[config.mk]
export PLATFORM = sky130hd
export DESIGN_NAME = homomorphic_add_ctrl
export DESIGN_NICKNAME = d
export VERILOG_FILES = /design/src/rtl/homomorphic_pkg.sv /design/src/rtl/homomorphic_add_ctrl_mod_add.sv /design/src/rtl/homomorphic_add_ctrl.sv
export SDC_FILE = /design/constraint.sdc
export NUM_CORES = 1
export LEC_CHECK = 0
export CORE_MARGIN = 2
export CORE_UTILIZATION = 45
export DETAILED_ROUTE_END_ITERATION = 6
export PLACE_DENSITY = 0.82
export SETUP_SLACK_MARGIN = 0.15
export SYNTH_ARGS = -nofsm -noshare
export SYNTH_HDL_FRONTEND = slang
export SYNTH_SLANG_ARGS = --single-unit
[constraint.sdc]
create_clock -name clk -period 3.3 [get_ports clk]
set_input_delay 0.99 -clock clk [delete_from_list [all_inputs] [get_ports clk]]
set_output_delay 0.99 -clock clk [all_outputs]
set_load 0.01 [all_outputs]
[src/rtl/homomorphic_pkg.sv]
// homomorphic_pkg: shared state encoding, default widths/moduli and element slicing helper
package homomorphic_pkg;
    localparam int PLAINTEXT_MODULUS  = 64;
    localparam int PLAINTEXT_WIDTH    = 6;
    localparam int DIMENSION          = 1;
    localparam int CIPHERTEXT_MODULUS = 1024;
    localparam int CIPHERTEXT_WIDTH   = 10;
    localparam int BIG_N              = 30;

    typedef enum logic [1:0] {IDLE, ADD, DONE} state_t;

    function automatic int elem_offset(input int i, input int w);
        return i * w;
    endfunction
endpackage

[src/rtl/homomorphic_add_ctrl_mod_add.sv]
// mod_add: combinational single-element modular adder with operand range flag
module mod_add #(
    parameter int Q = 1024,
    parameter int W = 10
) (
    input  logic [W-1:0] a,
    input  logic [W-1:0] b,
    output logic [W-1:0] sum,
    output logic         out_of_range
);
    localparam logic [W:0] QV = (W+1)'(Q);
    logic [W:0] s;
    always_comb begin
        s            = {1'b0, a} + {1'b0, b};
        sum          = W'(s >= QV ? s - QV : s);
        out_of_range = ({1'b0, a} >= QV) || ({1'b0, b} >= QV);
    end
endmodule

[src/rtl/homomorphic_add_ctrl.sv]
// homomorphic_add_ctrl: time-shares one modular adder across the elements of two ciphertext vectors
module homomorphic_add_ctrl
    import homomorphic_pkg::*;
#(
    parameter int DIMENSION          = homomorphic_pkg::DIMENSION,
    parameter int CIPHERTEXT_MODULUS = homomorphic_pkg::CIPHERTEXT_MODULUS,
    parameter int CIPHERTEXT_WIDTH   = homomorphic_pkg::CIPHERTEXT_WIDTH
) (
    input  logic                                     clk,
    input  logic                                     rst_n,
    input  logic                                     in_valid,
    output logic                                     in_ready,
    input  logic [(DIMENSION+1)*CIPHERTEXT_WIDTH-1:0] ciphertext1,
    input  logic [(DIMENSION+1)*CIPHERTEXT_WIDTH-1:0] ciphertext2,
    output logic                                     out_valid,
    input  logic                                     out_ready,
    output logic [(DIMENSION+1)*CIPHERTEXT_WIDTH-1:0] result,
    output logic                                     busy,
    output logic                                     err
);
    localparam int W  = CIPHERTEXT_WIDTH;
    localparam int N  = DIMENSION + 1;
    localparam int IW = (N > 1) ? $clog2(N) : 1;
    localparam logic [IW-1:0] LAST = IW'(DIMENSION);

    state_t        state, state_nx;
    logic [IW-1:0] idx;
    logic [N*W-1:0] a_q, b_q, res_q;
    logic [W-1:0]  a_e, b_e, sum;
    logic          oor;

    assign a_e    = a_q[elem_offset(int'(idx), W) +: W];
    assign b_e    = b_q[elem_offset(int'(idx), W) +: W];
    assign result = res_q;

    mod_add #(.Q(CIPHERTEXT_MODULUS), .W(W)) u_add (
        .a(a_e), .b(b_e), .sum(sum), .out_of_range(oor)
    );

    always_comb begin
        in_ready  = state == IDLE;
        out_valid = state == DONE;
        busy      = state != IDLE;
        state_nx  = (state == IDLE && in_valid)     ? ADD  :
                    (state == ADD  && idx == LAST)  ? DONE :
                    (state == DONE && out_ready)    ? IDLE : state;
    end

    always_ff @(posedge clk or negedge rst_n) begin
        if (!rst_n) begin
            state <= IDLE;
            idx   <= '0;
            a_q   <= '0;
            b_q   <= '0;
            res_q <= '0;
            err   <= 1'b0;
        end else begin
            state <= state_nx;
            if (state == IDLE && in_valid) begin
                a_q <= ciphertext1;
                b_q <= ciphertext2;
                idx <= '0;
            end
            if (state == ADD) begin
                // out-of-range operands yield a zero element but do not stall the sweep
                res_q[elem_offset(int'(idx), W) +: W] <= oor ? '0 : sum;
                idx <= (idx == LAST) ? '0 : idx + IW'(1);
                if (oor) err <= 1'b1;
            end
        end
    end
endmodule
# Word-level counts from Yosys, hierarchy flattened
# Cells that the tools add are included.
# totals
reg_bits	63
input_bits	44
elab_cells	32
out_inout_bits	24
# classes
shifts	4
mul	1
reduce_logical	7
mux	8
eq_ne	2
add_sub_neg	4
n_lt_le_gt_ge	1
# op_table
cell	count
20-bit by 32-bit variable part select with 10-bit output	2
5-bit negation with 33-bit output	1
10-bit by 33-bit variable shift with 20-bit output, first input constant	1
10-bit by 33-bit variable part select with 20-bit output	1
20-bit bitwise mux	1
10-bit by 10-bit adder with 11-bit output	1
11-bit >= comparator, second input constant	1
10-bit 2-to-1 mux	1
10-bit by 1-bit subtractor with 10-bit output, second input constant	1
2-bit 2-to-1 mux	3
1-bit by 3-bit multiplier with 4-bit output, second input constant	1
2-bit nonzero test	2
1-bit logical AND	3
1-bit 2-to-1 mux	3
3-bit nonzero test	1
2-bit by 1-bit == test with 1-bit output, second input constant	1
2-bit == test, second input constant	1
2-bit logical NOT	1
1-bit adder, second input constant	1

# Depth between registers and ports, before layout
# logic_depth
depth_word	7
mapped_depth	11
ltp_nobuf	9

# Hierarchy
# Synthesis repeated with hierarchy kept, for this count alone.
# unflattened
cells_unflattened	233
hier_area_um2	3185.6
# by_module_without_submodules
mod	instances	seq_area_each_um2	area_each_um2	cells_each
homomorphic_add_ctrl	1	1601.5	2788.9	180
mod_add	1	0.0	396.6	53

# Worst setup path before layout
# OpenSTA, ideal clock, no wires.
# synth_timing
path_type	register to register
start	register idx
end	register res_q[6] (netlist: result[6])
path_stages_with_launch	12
path_slack_ns	0.760
n_path_buf	2
t_required_ns	3.205
synth_period_minus_slack_ns	2.540
t_arrival_ns	2.445
setup_ns	0.095
path_cell_list	dfrtp_1 -> clkbuf_1 -> buf_2 -> mux2_2 -> ha_1 -> inv_1 -> fa_1 -> nor2b_4 -> o31a_1 -> o21a_1 -> o21a_1 -> o31ai_1
# synth_via
elab_chain_cells	7
elab_cells_between_ends	11
classes_between	3 x add/sub; 1 x mul; 1 x order compare; 4 x shift; 2 x mux
# synth_rtl
element	line_no	rtl
start, declared	homomorphic_add_ctrl.sv:27	logic [IW-1:0] idx;
start signal, assigned	homomorphic_add_ctrl.sv:67	idx <= (idx == LAST) ? '0 : idx + IW'(1);
1-bit by 3-bit multiplier with 4-bit output (*)	homomorphic_pkg.sv:13	return i * w;
20-bit by 32-bit variable part select with 10-bit output, on equally long branches	homomorphic_add_ctrl.sv:32, homomorphic_add_ctrl.sv:33	
10-bit by 10-bit adder with 11-bit output	homomorphic_add_ctrl_mod_add.sv:14	s = {1'b0, a} + {1'b0, b};
10-bit by 1-bit subtractor with 10-bit output / 11-bit >= comparator (equally long branches)	homomorphic_add_ctrl_mod_add.sv:15	sum = W'(s >= QV ? s - QV : s);
10-bit 2-to-1 mux	homomorphic_add_ctrl_mod_add.sv:15	
10-bit by 33-bit variable part select with 20-bit output	homomorphic_add_ctrl.sv:66	res_q[elem_offset(int'(idx), W) +: W] <= oor ? '0 : sum;
20-bit bitwise mux (*)	homomorphic_add_ctrl.sv:66	
end signal, assigned by index	homomorphic_add_ctrl.sv:66	
end, declared	homomorphic_add_ctrl.sv:28	logic [N*W-1:0] a_q, b_q, res_q;
# Mark *: on every way between the ends. The rest lies on a longest branch, timed or not.
# A chain may end at the register's enable or synchronous reset.

# Final worst setup path
# layout_timing
start	register state[1]
end	output port in_ready
# layout_via
elab_chain_cells	1
# layout_rtl
element	line_no	rtl
start, declared	homomorphic_add_ctrl.sv:26	state_t state, state_nx;
start signal, assigned	homomorphic_add_ctrl.sv:58	state <= state_nx;
2-bit logical NOT	homomorphic_add_ctrl.sv:41	in_ready = state == IDLE;
end, declared	homomorphic_add_ctrl.sv:12	output logic in_ready,
# No other way between the ends.

==> impl_results.md <==
- Drt total wl: 5800 um
- RSZ-0062 raised after global routing: no
- HP Class: flop to flop
- Hold path cells: 2
- Combinational share of power: 54.4%
- Post-synthesis area per instance: 12.2 um^2
- R2R Path End: result[6]$_DFFE_PN0P_
- GRT Overall Usage: 17.5%
- DR vias: 2092
- Total CTS buffers: 9
- Syn Nets: 303
- Final Setup Violations: 0
- Worst path cell trace: or2_4, inv_1, clkdlybuf4s50_1
- R2R cell count: 8
- Drt drc: 0
- Die Footprint: 7410 um^2
- Die H: 86.1 um
- Largest net degree at the start of global routing: 42
- Critical path launch point type: flop
- Fmax: 0.378 GHz
- Hold Startpoint: result[0]$_DFFE_PN0P_
- CP Capture Type: output port
- Clock sinks: 63
- Number of I/O port buffers: 66
- Row count: 29
- Worst Path Max Fanout: 6
- Routability cong.: 0.863
- Setup bufs post-CTS: 0
- Sw power: 1.74 mW
- Resized cells post-CTS: 0
- Synth Cell Area: 3030 um^2
- DIE WIDTH: 86.1 um
- Register area: 1580 um^2
- Final core occ: 61.2%
- Final Hold Violating Endpoints: 0
- Sw Ratio: 37.8%
- Io pins: 68
- Clock-pin slew on the worst setup and hold paths: 0.07 ns
- Worst-Margin Slew: 0.715 ns
- Multi-input gate area: 1340 um^2
- Synthesized flop and latch total: 63
- Count of cell types in the netlist: 34
- Setup Skew: 0.00525 ns
- Area delta synth->final: 29.6%
- Crit path arrival time: 1.66 ns
- Worst Path Required: 2.31 ns
- CTS Buffer Depth: 2
- Slowest library cell on the worst path: clkdlybuf4s50_1
- Final Cycle Share: 80.2%
- Sequential area share after synthesis: 52.0%
- Clk_lat worst skew: 0.34 ns
- Fin nets: 370
- CP Class: flop to output port
- CTS Root Cell: clkbuf_8
- Vias per cell: 5.26
- LEAKAGE: 1.71 nW
- Worst VDD drop: 0.000507 V
- Total global routing overflow: 0
- Max-cap violations: 0
- DRT iter0 DRCs: 52
- Global-route wire length before repair: 9980 um
- H-tree Lvls: 3
- Outcome: finished, final reports clean
- Routed len/inst: 14.6 um
- CP max stage delay: 0.53 ns
- Hold-fix buffers, CTS: 0
- Worst r2r src: idx$_DFFE_PN0P_
- R2R Setup Slk: 0.71 ns
- Slew Limit Headroom: 52.3%
- Internal power: 2.86 mW
- TNS Setup: 0 ns
- Ys Warns: 0
- PwrDens: 1170 nW/um^2
- Antenna-violating nets left: 0
- Final slew viol count: 0
- Vias in the first global route: 2110
- Initial antenna violation count: 0
- TritonCTS clock tree: built
- First drt pass iteration count: 4
- Core Area: 6420 um^2
- Syn Inst Count: 249
- Initial Util: 47.2%
- Post-DP HPWL: 4370 um
- Reg power frac: 30.6%
- Fill count: 510
- Clock share of power: 15.0%
- WHS Endpoint: result[0]$_DFFE_PN0P_
- Tmin final: 2.65 ns
- N_diodes: 0
- Layout cell share with drive strength beyond 1: 24.6%
cell usage after synthesis:
| cell type | number | share of area, % |
|---|---|---|
| inv_1 | 7 | 0.87 |
| dfrtp_1 | 63 | 52 |
| nor2b_4 | 1 | 0.45 |
| a31oi_1 | 1 | 0.21 |
| fa_1 | 1 | 0.66 |
| nand2b_1 | 1 | 0.21 |
| buf_2 | 3 | 0.49 |
| a21oi_1 | 9 | 1.5 |
| nor2b_1 | 1 | 0.21 |
| clkbuf_1 | 3 | 0.37 |
| ha_1 | 9 | 3.7 |
| nand2_1 | 29 | 3.6 |
| nor3_1 | 2 | 0.33 |
| mux2i_1 | 2 | 0.66 |
| a211oi_1 | 2 | 0.49 |
| a21o_1 | 2 | 0.49 |
| o31a_1 | 1 | 0.29 |
| nor2_1 | 9 | 1.1 |
| o21ai_0 | 17 | 2.8 |
| and3_1 | 1 | 0.21 |
| buf_6 | 5 | 1.9 |
| o21a_1 | 3 | 0.74 |
| or2_4 | 1 | 0.29 |
| conb_1 | 1 | 0.12 |
| o31ai_1 | 4 | 0.99 |
| o21bai_1 | 2 | 0.49 |
| xnor2_1 | 2 | 0.58 |
| xor2_1 | 5 | 1.4 |
| mux2_2 | 56 | 21 |
| o221ai_1 | 1 | 0.29 |
| buf_4 | 1 | 0.25 |
| and2_4 | 1 | 0.29 |
| nand3b_1 | 1 | 0.25 |
| mux2_4 | 2 | 0.99 |
worst max-delay path: cells and delay by family (launching register included):
kind | cells | cell delay, ns
flip-flops | 1 | 0.43
buffers and inverters | 2 | 0.60
AND/OR/NAND/NOR | 1 | 0.28
cells in the final DEF, fill, tap and decap left out, types with 2 or more instances in the layout:
cell type,instances
clkdlybuf4s50_1,65
dfrtp_1,63
mux2_2,56
nand2_1,29
o21ai_0,17
clkbuf_8,12
nor2_1,9
a21oi_1,9
ha_1,9
inv_1,7
xor2_1,5
o31ai_1,4
o21a_1,3
mux2i_1,2
a21o_1,2
a211oi_1,2
xnor2_1,2
nor3_1,2
o21bai_1,2
mux2_4,2
clkinv_2,2
state kept, by name (all words and copies together) (netlist names):
| name | count |
|---|---|
| result | 20 |
| state | 2 |
| idx | 1 |
| a_q | 20 |
| b_q | 20 |
area by class of cell:
class / instances / area share, %
flip-flops and latches: 63 / 40.1
clock inverters: 3 / 1.02
well taps: 77 / 2.45
multi-input cells: 167 / 34.1
repair buffers: 68 / 17.4
clock buffers: 13 / 4.30
inverters: 7 / 0.668
metal layers:
layer,GRT usage (%),wire length (um),up-vias
li1,-,-,1004
met1,23.9,2700,1016
met2,26.4,2680,63
met3,4.04,307,9
met4,8.08,107,0
met5,0,0,-
worst max-delay path by stage:
stage	cells after the start	endpoint	from	slack [ns]
2_1_floorplan	11	result[6]$_DFFE_PN0P_	idx$_DFFE_PN0P_	0.76
3_3_place_gp	8	result[6]$_DFFE_PN0P_	idx$_DFFE_PN0P_	0.80
3_5_place_dp	8	result[16]$_DFFE_PN0P_	idx$_DFFE_PN0P_	0.70
4_1_cts	3	in_ready	state[1]$_DFFE_PN0P_	0.65
5_1_grt	9	result[9]$_DFFE_PN0P_	idx$_DFFE_PN0P_	0.43
6_report	3	in_ready	state[1]$_DFFE_PN0P_	0.65
cell families after synthesis:
| family | Yosys count | share of synthesized area, % |
|---|---|---|
| fa+ha+maj | 10 | 4.37 |
| mux | 60 | 22.4 |
| simple gates | 47 | 6.93 |
| other cells | 1 | 0.124 |
| xor+xnor | 7 | 2.02 |
| buf+inv | 19 | 3.84 |
| compound gates | 42 | 8.29 |
| flops | 63 | 52.0 |
through the flow:
stage / power (mW) / hold WS (ns) / worst slack [ns] / area [um^2] / std cells
CTS: 4.63 / 0.485 / 0.648 / 3930 / 398
detailed placement: 3.92 / 0.471 / 0.704 / 3720 / 382
floorplan: 3.18 / 0.475 / 0.760 / 3030 / 249
global route: 5.01 / 0.519 / 0.428 / 3930 / 398
global placement: 3.80 / 0.462 / 0.804 / 3720 / 382
finish: 4.60 / 0.482 / 0.653 / 3930 / 398
power by group through the flow:
| stage | clock network (mW) | logic (mW) | registers, mW |
|---|---|---|---|
| 3_3_place_gp | 0 | 2.39 | 1.41 |
| 6_report | 0.689 | 2.50 | 1.41 |
| 3_5_place_dp | 0 | 2.50 | 1.42 |
| 2_1_floorplan | 0 | 1.79 | 1.39 |
| 5_1_grt | 0.728 | 2.81 | 1.47 |
| 4_1_cts | 0.701 | 2.52 | 1.41 |
Note: power is estimated with default switching activity, not from simulation.
